$ cat src/rtl/cbus_clint.sv
// CBus core-local interruptor: msip / mtimecmp / mtime registers behind a
// single-address burst slave, driving the core's timer and software interrupts.

package cbus_clint_pkg;
  typedef struct packed {
    logic        valid;
    logic        is_write;
    logic [2:0]  size;
    logic [63:0] addr;
    logic [7:0]  strobe;
    logic [63:0] data;
    logic [7:0]  len;
    logic [1:0]  burst;
  } cbus_req_t;

  typedef struct packed {
    logic        ready;
    logic        last;
    logic [63:0] data;
  } cbus_resp_t;
endpackage

// Handshake: a request is accepted on the edge where creq.valid=1 in IDLE.
// The slave then presents len+1 beats, one per cycle with cresp.ready=1,
// cresp.last=1 on the final one; the master must hold creq stable meanwhile.
module cbus_clint
  import cbus_clint_pkg::*;
#(
  parameter logic [63:0] BASE     = 64'h0000_0000_0200_0000,
  parameter int unsigned TICK_DIV = 1
) (
  input  logic       clk,
  input  logic       reset,
  input  cbus_req_t  creq,
  output cbus_resp_t cresp,
  output logic       trint,
  output logic       swint
);

  localparam logic [15:0] OFF_MSIP     = 16'h0000;
  localparam logic [15:0] OFF_MTIMECMP = 16'h4000;
  localparam logic [15:0] OFF_MTIME    = 16'hBFF8;
  localparam logic [15:0] TICK_MAX     = 16'(TICK_DIV - 1);

  typedef enum logic {S_IDLE, S_BEAT} state_e;

  state_e      state_q, state_d;
  logic [15:0] off_q, off_d;
  logic        wr_q, wr_d;
  logic [7:0]  len_q, len_d;
  logic [7:0]  cnt_q, cnt_d;
  logic        msip_q, msip_d;
  logic [63:0] mtimecmp_q, mtimecmp_d;
  logic [63:0] mtime_q, mtime_d;
  logic [15:0] presc_q, presc_d;

  logic        tick;
  logic        wr_beat;
  logic [63:0] rdata;

  // Only the low 16 address bits select a register; the rest is the base.
  logic unused_ok;
  assign unused_ok = ^{BASE, creq.addr[63:16], creq.addr[2:0], creq.size, creq.burst};

  function automatic logic [63:0] merge_bytes(input logic [63:0] old_v,
                                              input logic [63:0] new_v,
                                              input logic [7:0]  strb);
    logic [63:0] r;
    r = old_v;
    for (int b = 0; b < 8; b++) begin
      if (strb[b]) r[8*b +: 8] = new_v[8*b +: 8];
    end
    return r;
  endfunction

  always_comb begin
    rdata = '0;
    case (off_q)
      OFF_MSIP:     rdata = {63'd0, msip_q};
      OFF_MTIMECMP: rdata = mtimecmp_q;
      OFF_MTIME:    rdata = mtime_q;
      default:      rdata = '0;
    endcase
  end

  always_comb begin
    state_d = state_q;
    off_d   = off_q;
    wr_d    = wr_q;
    len_d   = len_q;
    cnt_d   = cnt_q;
    cresp   = '0;
    case (state_q)
      S_IDLE: begin
        if (creq.valid) begin
          off_d   = {creq.addr[15:3], 3'b000};
          wr_d    = creq.is_write;
          len_d   = creq.len;
          cnt_d   = '0;
          state_d = S_BEAT;
        end
      end
      S_BEAT: begin
        cresp.ready = 1'b1;
        cresp.last  = (cnt_q == len_q);
        cresp.data  = wr_q ? 64'd0 : rdata;
        cnt_d       = cnt_q + 8'd1;
        if (cnt_q == len_q) state_d = S_IDLE;
      end
      default: state_d = S_IDLE;
    endcase
  end

  // A bus write to mtime overrides the tick for that cycle; the prescaler
  // keeps running so the tick cadence is unaffected by software writes.
  always_comb begin
    tick       = (presc_q == TICK_MAX);
    presc_d    = tick ? 16'd0 : presc_q + 16'd1;
    wr_beat    = (state_q == S_BEAT) && wr_q;
    msip_d     = msip_q;
    mtimecmp_d = mtimecmp_q;
    mtime_d    = tick ? mtime_q + 64'd1 : mtime_q;
    if (wr_beat) begin
      case (off_q)
        OFF_MSIP:     if (creq.strobe[0]) msip_d = creq.data[0];
        OFF_MTIMECMP: mtimecmp_d = merge_bytes(mtimecmp_q, creq.data, creq.strobe);
        OFF_MTIME:    mtime_d = merge_bytes(mtime_q, creq.data, creq.strobe);
        default:      ;
      endcase
    end
  end

  always_ff @(posedge clk or posedge reset) begin
    if (reset) begin
      state_q    <= S_IDLE;
      off_q      <= '0;
      wr_q       <= 1'b0;
      len_q      <= '0;
      cnt_q      <= '0;
      msip_q     <= 1'b0;
      mtimecmp_q <= 64'hFFFF_FFFF_FFFF_FFFF;
      mtime_q    <= '0;
      presc_q    <= '0;
    end else begin
      state_q    <= state_d;
      off_q      <= off_d;
      wr_q       <= wr_d;
      len_q      <= len_d;
      cnt_q      <= cnt_d;
      msip_q     <= msip_d;
      mtimecmp_q <= mtimecmp_d;
      mtime_q    <= mtime_d;
      presc_q    <= presc_d;
    end
  end

  assign trint = (mtime_q >= mtimecmp_q);
  assign swint = msip_q;

endmodule

$ cat config.mk
export PLATFORM = sky130hd
export DESIGN_NAME = cbus_clint
export DESIGN_NICKNAME = d
export VERILOG_FILES = /design/src/rtl/cbus_clint.sv
export SDC_FILE = /design/constraint.sdc
export NUM_CORES = 1
export LEC_CHECK = 0
export ABC_AREA = 1
export CORE_MARGIN = 3
export CORE_UTILIZATION = 56
export CTS_CLUSTER_SIZE = 30
export DETAILED_ROUTE_END_ITERATION = 7
export PLACE_DENSITY = 0.94
export SLEW_MARGIN = 20
export SYNTH_ARGS = -nofsm -noshare
export SYNTH_HDL_FRONTEND = slang
export SYNTH_SLANG_ARGS = --single-unit
$ cat constraint.sdc
create_clock -name clk -period 20.2 [get_ports clk]
set_input_delay 6.06 -clock clk [delete_from_list [all_inputs] [get_ports clk]]
set_output_delay 6.06 -clock clk [all_outputs]
set_load 0.02 [all_outputs]
==> Word level (Yosys, flattened, before mapping) <==
Cells that the tools add are included.
{ "op_classes": {"reduce_logical": 13, "addsub": 3, "n_eq_ne": 12, "n_lt_le_gt_ge": 1, "n_mux": 20, "n_bitwise": 1} }
{ "ops": {"columns": ["operator", "n"], "rows": [
  ["$mux W64", 4],
  ["$pmux W64 S3", 1],
  ["$mux W8", 9],
  ["$mux W66", 1],
  ["$add A64 B1 Y64 const B", 1],
  ["$ge A64 B64 Y1", 1],
  ["$logic_not A16 Y1", 2],
  ["$reduce_and A3 Y1", 9],
  ["$ne A3 B3 Y1 const B", 8],
  ["$add A16 B1 Y16 const B", 1],
  ["$mux W16", 1],
  ["$pmux W8 S2", 1],
  ["$eq A13 B12 Y1 const B", 1],
  ["$eq A13 B13 Y1 const B", 1],
  ["$add A8 B1 Y8 const B", 1],
  ["$eq A8 B8 Y1", 1],
  ["$mux W1", 2],
  ["$ne A2 B2 Y1 const B", 1],
  ["$pmux W1 S2", 1],
  ["$reduce_and A2 Y1", 1],
  ["$logic_and A1 B1 Y1", 1],
  ["$not A1 Y1", 1]
]} }
{ "totals": {"word_cells": 73, "out_inout_bits": 68, "regBits": 176, "input_bits": 153} }

==> Longest topological paths before layout <==
{ "logic_depth": {"word_depth": 4, "mapped_depth": 14, "mapped_depth_nobuf": 14} }

==> Worst setup path before layout <==
Ideal clock, no wire load.
{ "synth_timing": {"kind": "register to output", "startpoint": "register mtimecmp_q[63]", "endpoint": "output port trint", "arrival_ns": 1.768, "path_buffers": 0, "required_time_ns": 14.140, "stages_incl_launch_ff": 11, "setup_slack_ns": 12.372, "path_cell_list": "dfstp_2 -> inv_1 -> ha_1 -> nand2_1 -> inv_1 -> nand3_1 -> nor3_1 -> nand4_1 -> nor3b_1 -> nand2_1 -> nand3_1"} }
{ "synth_between": {"elab_chain_len": 1} }
{ "synth_rtl": {"columns": ["item", "line_no", "rtl"], "rows": [
  ["start, declared", "53", "logic [63:0] mtimecmp_q, mtimecmp_d;"],
  ["start signal, assigned", "151", "mtimecmp_q <= mtimecmp_d;"],
  ["$ge A64 B64 Y1", "157", "assign trint = (mtime_q >= mtimecmp_q);"],
  ["end, declared", "36", "output logic trint,"]
]} }
Every way passes these cells.

==> Final worst setup path <==
{ "layout_timing": {"startpoint": "register mtimecmp_q[55]", "endpoint": "output port trint"} }
The elaborated chain is that of the path after synthesis.

==> flow_metrics.py <==
metrics = {
    "flow_run": {
        "cap_violations": 0,
    },
    "synth": {
        "synth_area_um2": 13030,
        "yosysWarnings": 0,
        "synth_edf_count": 0,
        "synth_ff_type": "dfrtp_1",
        "synth_seq_cells": 176,
        "synth_top_area_share_pct": 21.51,
        "ys_seq_area_share_pct": 34.42,
        "synth_area_leader_cell": "dfrtp_1",
        "synth_area_leaders": "dfrtp_1 (22%), nand2_1 (20%), dfstp_2 (13%)",
        "synth_cell_type_count": 45,
        "synthCells": 1974,
        "synth_nets": 2195,
        "synth-async-reset-ratio_pct": 100.0,
        "avgSynthCellArea_um2": 6.601,
    },
    "sta": {
        "fmax_mhz": 103.6,
        "tightest_slew_ps": 993.6,
        "grt_setup_unrepaired": "no",
        "setup_viol": 0,
        "layout_min_cycle_time_ps": 9652,
        "period_share_pct": 47.78,
        "finalSetupTns_ps": 0,
        "hold_viol": 0,
        "postLayoutSetupSlackWorst_ps": 10550,
        "maxSlewViolCount": 0,
        "whs_ps": 489.5,
        "finClkSkew_ps": 23.68,
        "relSlewSlack_pct": 33.76,
    },
    "setup_path": {
        "start_kind": "register",
        "cpPeakStageDelay_ps": 660,
        "crit_arrival_ps": 3590,
        "critPathBufInv": 2,
        "crit_type": "reg -> out",
        "crit_fanout": 3,
        "cp_cell_sequence": "inv_1 -> ha_1 -> nand2_1 -> nor2_1 -> nand3_1 -> nor4_1 -> nand2_1 -> nand3_1 -> nor2_1 -> nand3_1 -> clkdlybuf4s50_1",
        "cp.required_ps": 14140,
        "crit_family": "simple AND/OR/NAND/NOR gates",
        "critPathCaptureType": "output port",
        "critPathMostFrequentCell": "nand3_1",
        "slowest_stage": "nor4_1",
    },
    "floorplanning": {
        "die_h_um": 158.5,
        "core_area_um2": 22780,
        "die_width_um": 158.5,
        "die-area_um2": 25130,
        "start_util_pct": 57.20,
        "io_pins": 221,
        "rows": 55,
    },
    "power_and_ir_drop": {
        "power.total_mw": 1.153,
        "vdd_drop_max_v": 0.00008564,
        "power_density_nw_per_um2": 74.39,
        "p_leak_nw": 6.738,
    },
    "clock_network": {
        "clk_pin_slew_ps": 80,
        "cts_buffers": 17,
        "cts_max_level": 4,
        "post_cts_resize_count": 0,
        "cts-root-buf": "clkbuf_16",
        "clock-sinks": 176,
        "worstSkewPairLatency_ps": 450,
        "clockBufferDepth": 2,
        "hold_buffers": 0,
        "cts_tree": "built",
        "postCtsSetupBuffers": 0,
    },
    "global_routing": {
        "antenna_found_initial": 0,
        "track_usage_pct": 31.25,
        "grt_pass1_wl_um": 63060,
        "grt_max_degree": 101,
        "grt_pass1_vias": 12640,
        "grt_overflow": 0,
    },
    "place": {
        "io_buffers": 164,
        "pre_cts_slack_ps": 11110,
        "place_area_um2": 14890,
        "gp_congestion": 0.9710,
        "hpwl_um": 29560,
        "dp_cells": 2404,
    },
    "detailed_routing": {
        "drt_iter0_markers": 1528,
        "viasPerCell": 5.600,
        "dr.pass1.iters": 7,
        "routed_wl_um": 39200,
        "ant_nets": 0,
        "vias": 13640,
        "wire_per_inst_um": 16.09,
        "drcViolationCount": 0,
    },
    "layout": {
        "area_delta_synth_final_pct": 18.91,
        "layout-drive-gt1-share_pct": 8.055,
        "fin_cells": 2436,
        "utilization_pct": 68.02,
        "antennaDiodeCount": 0,
        "fin_area_um2": 15490,
        "finish.net_count": 2331,
    },
    "status": {
        "status": "completed",
    },
    "worst_hold_path": {
        "hp-class": "reg -> reg",
    },
}
sequential cells by signal (all words and copies together) (netlist names):
register    flops
mtime_q        64
state_q         1
wr_q            1
len_q           8
presc_q        16
off_q          13
cnt_q           8
swint           1
mtimecmp_q     64
synth_stat cells (11+ instances only):
cell type  number
dfstp_2        64
o21ai_0       133
buf_2          20
dfrtp_1       112
nand2_1       693
ha_1           68
inv_1         250
mux2_2         11
clkbuf_1       29
nor2_1        181
nor3_1         11
a21oi_1       105
nand4_1        40
inv_2          13
nor2_4         11
xor2_1         17
nor2_2         15
nand3_1       118
logic make-up (layout without fill, tap and decap cells):
| logic type | after synthesis | after routing | synth area share [%] |
|---|---|---|---|
| compound gates | 272 | 272 | 10.98 |
| mux | 11 | 11 | 0.9507 |
| xor+xnor | 22 | 22 | 1.479 |
| simple gates | 1107 | 1107 | 36.20 |
| flops | 176 | 176 | 34.42 |
| buf+inv | 318 | 467 | 9.449 |
| fa+ha+maj | 68 | 68 | 6.530 |
cell type report:
cell class	count	area, µm²
inverter	266	1010
fill	1846	7284
clock buffer	19	432.9
sequential	176	4484
clock inverter	13	171.4
timing repair buffer	169	1679
multi-input combinational	1480	7325
tap	313	391.6
worst paths after layout:
path / startpoint / endpoint / slack, ps / cells after the start
max: mtimecmp_q[55]$_DFFE_PP1P_ / trint / 10550 / 11
min: mtimecmp_q[20]$_DFFE_PP1P_ / mtimecmp_q[20]$_DFFE_PP1P_ / 490 / 2
max reg2reg: off_q[8]$_DFFE_PP0P_ / mtime_q[42]$_DFFE_PP0P_ / 16570 / 10
min reg2reg: mtimecmp_q[20]$_DFFE_PP1P_ / mtimecmp_q[20]$_DFFE_PP1P_ / 490 / 2
max in group asynchronous: reset / mtime_q[60]$_DFFE_PP0P_ / 12540 / 3
min in group asynchronous: reset / off_q[9]$_DFFE_PP0P_ / 6180 / 2
where the power goes:
| group | switching (mW) | internal [mW] |
|---|---|---|
| clock network | 0.160 | 0.188 |
| logic | 0.193 | 0.120 |
| registers | 0.0612 | 0.431 |
tightest hold or removal path, stage by stage, from the launching register on:
cell     delay, ps
dfstp_2        380
nand2_1         60
nand2_1         50
metal layers:
metal | track usage [%] | vias to the layer above | part of all wire (%)
met5 | 0 | - | 0
met2 | 49.30 | 693 | 46
met3 | 6.551 | 99 | 9.0
met1 | 43.38 | 6258 | 42
met4 | 9.791 | 0 | 2.9
li1 | - | 6591 | -
layout by cell type, fill, tap and decap left out, types with 15 or more instances in the layout:
cell type and instances:
nand2_1 692, xor2_1 17, clkbuf_16 17, o21ai_0 133, inv_1 249, dfstp_2 64, nor2_2 15, nand4_1 40
ha_1 68, clkdlybuf4s50_1 164, a21oi_1 105, nand3_1 118, dfrtp_1 112, nor2_1 180
Note: power is estimated with default switching activity, not from simulation.
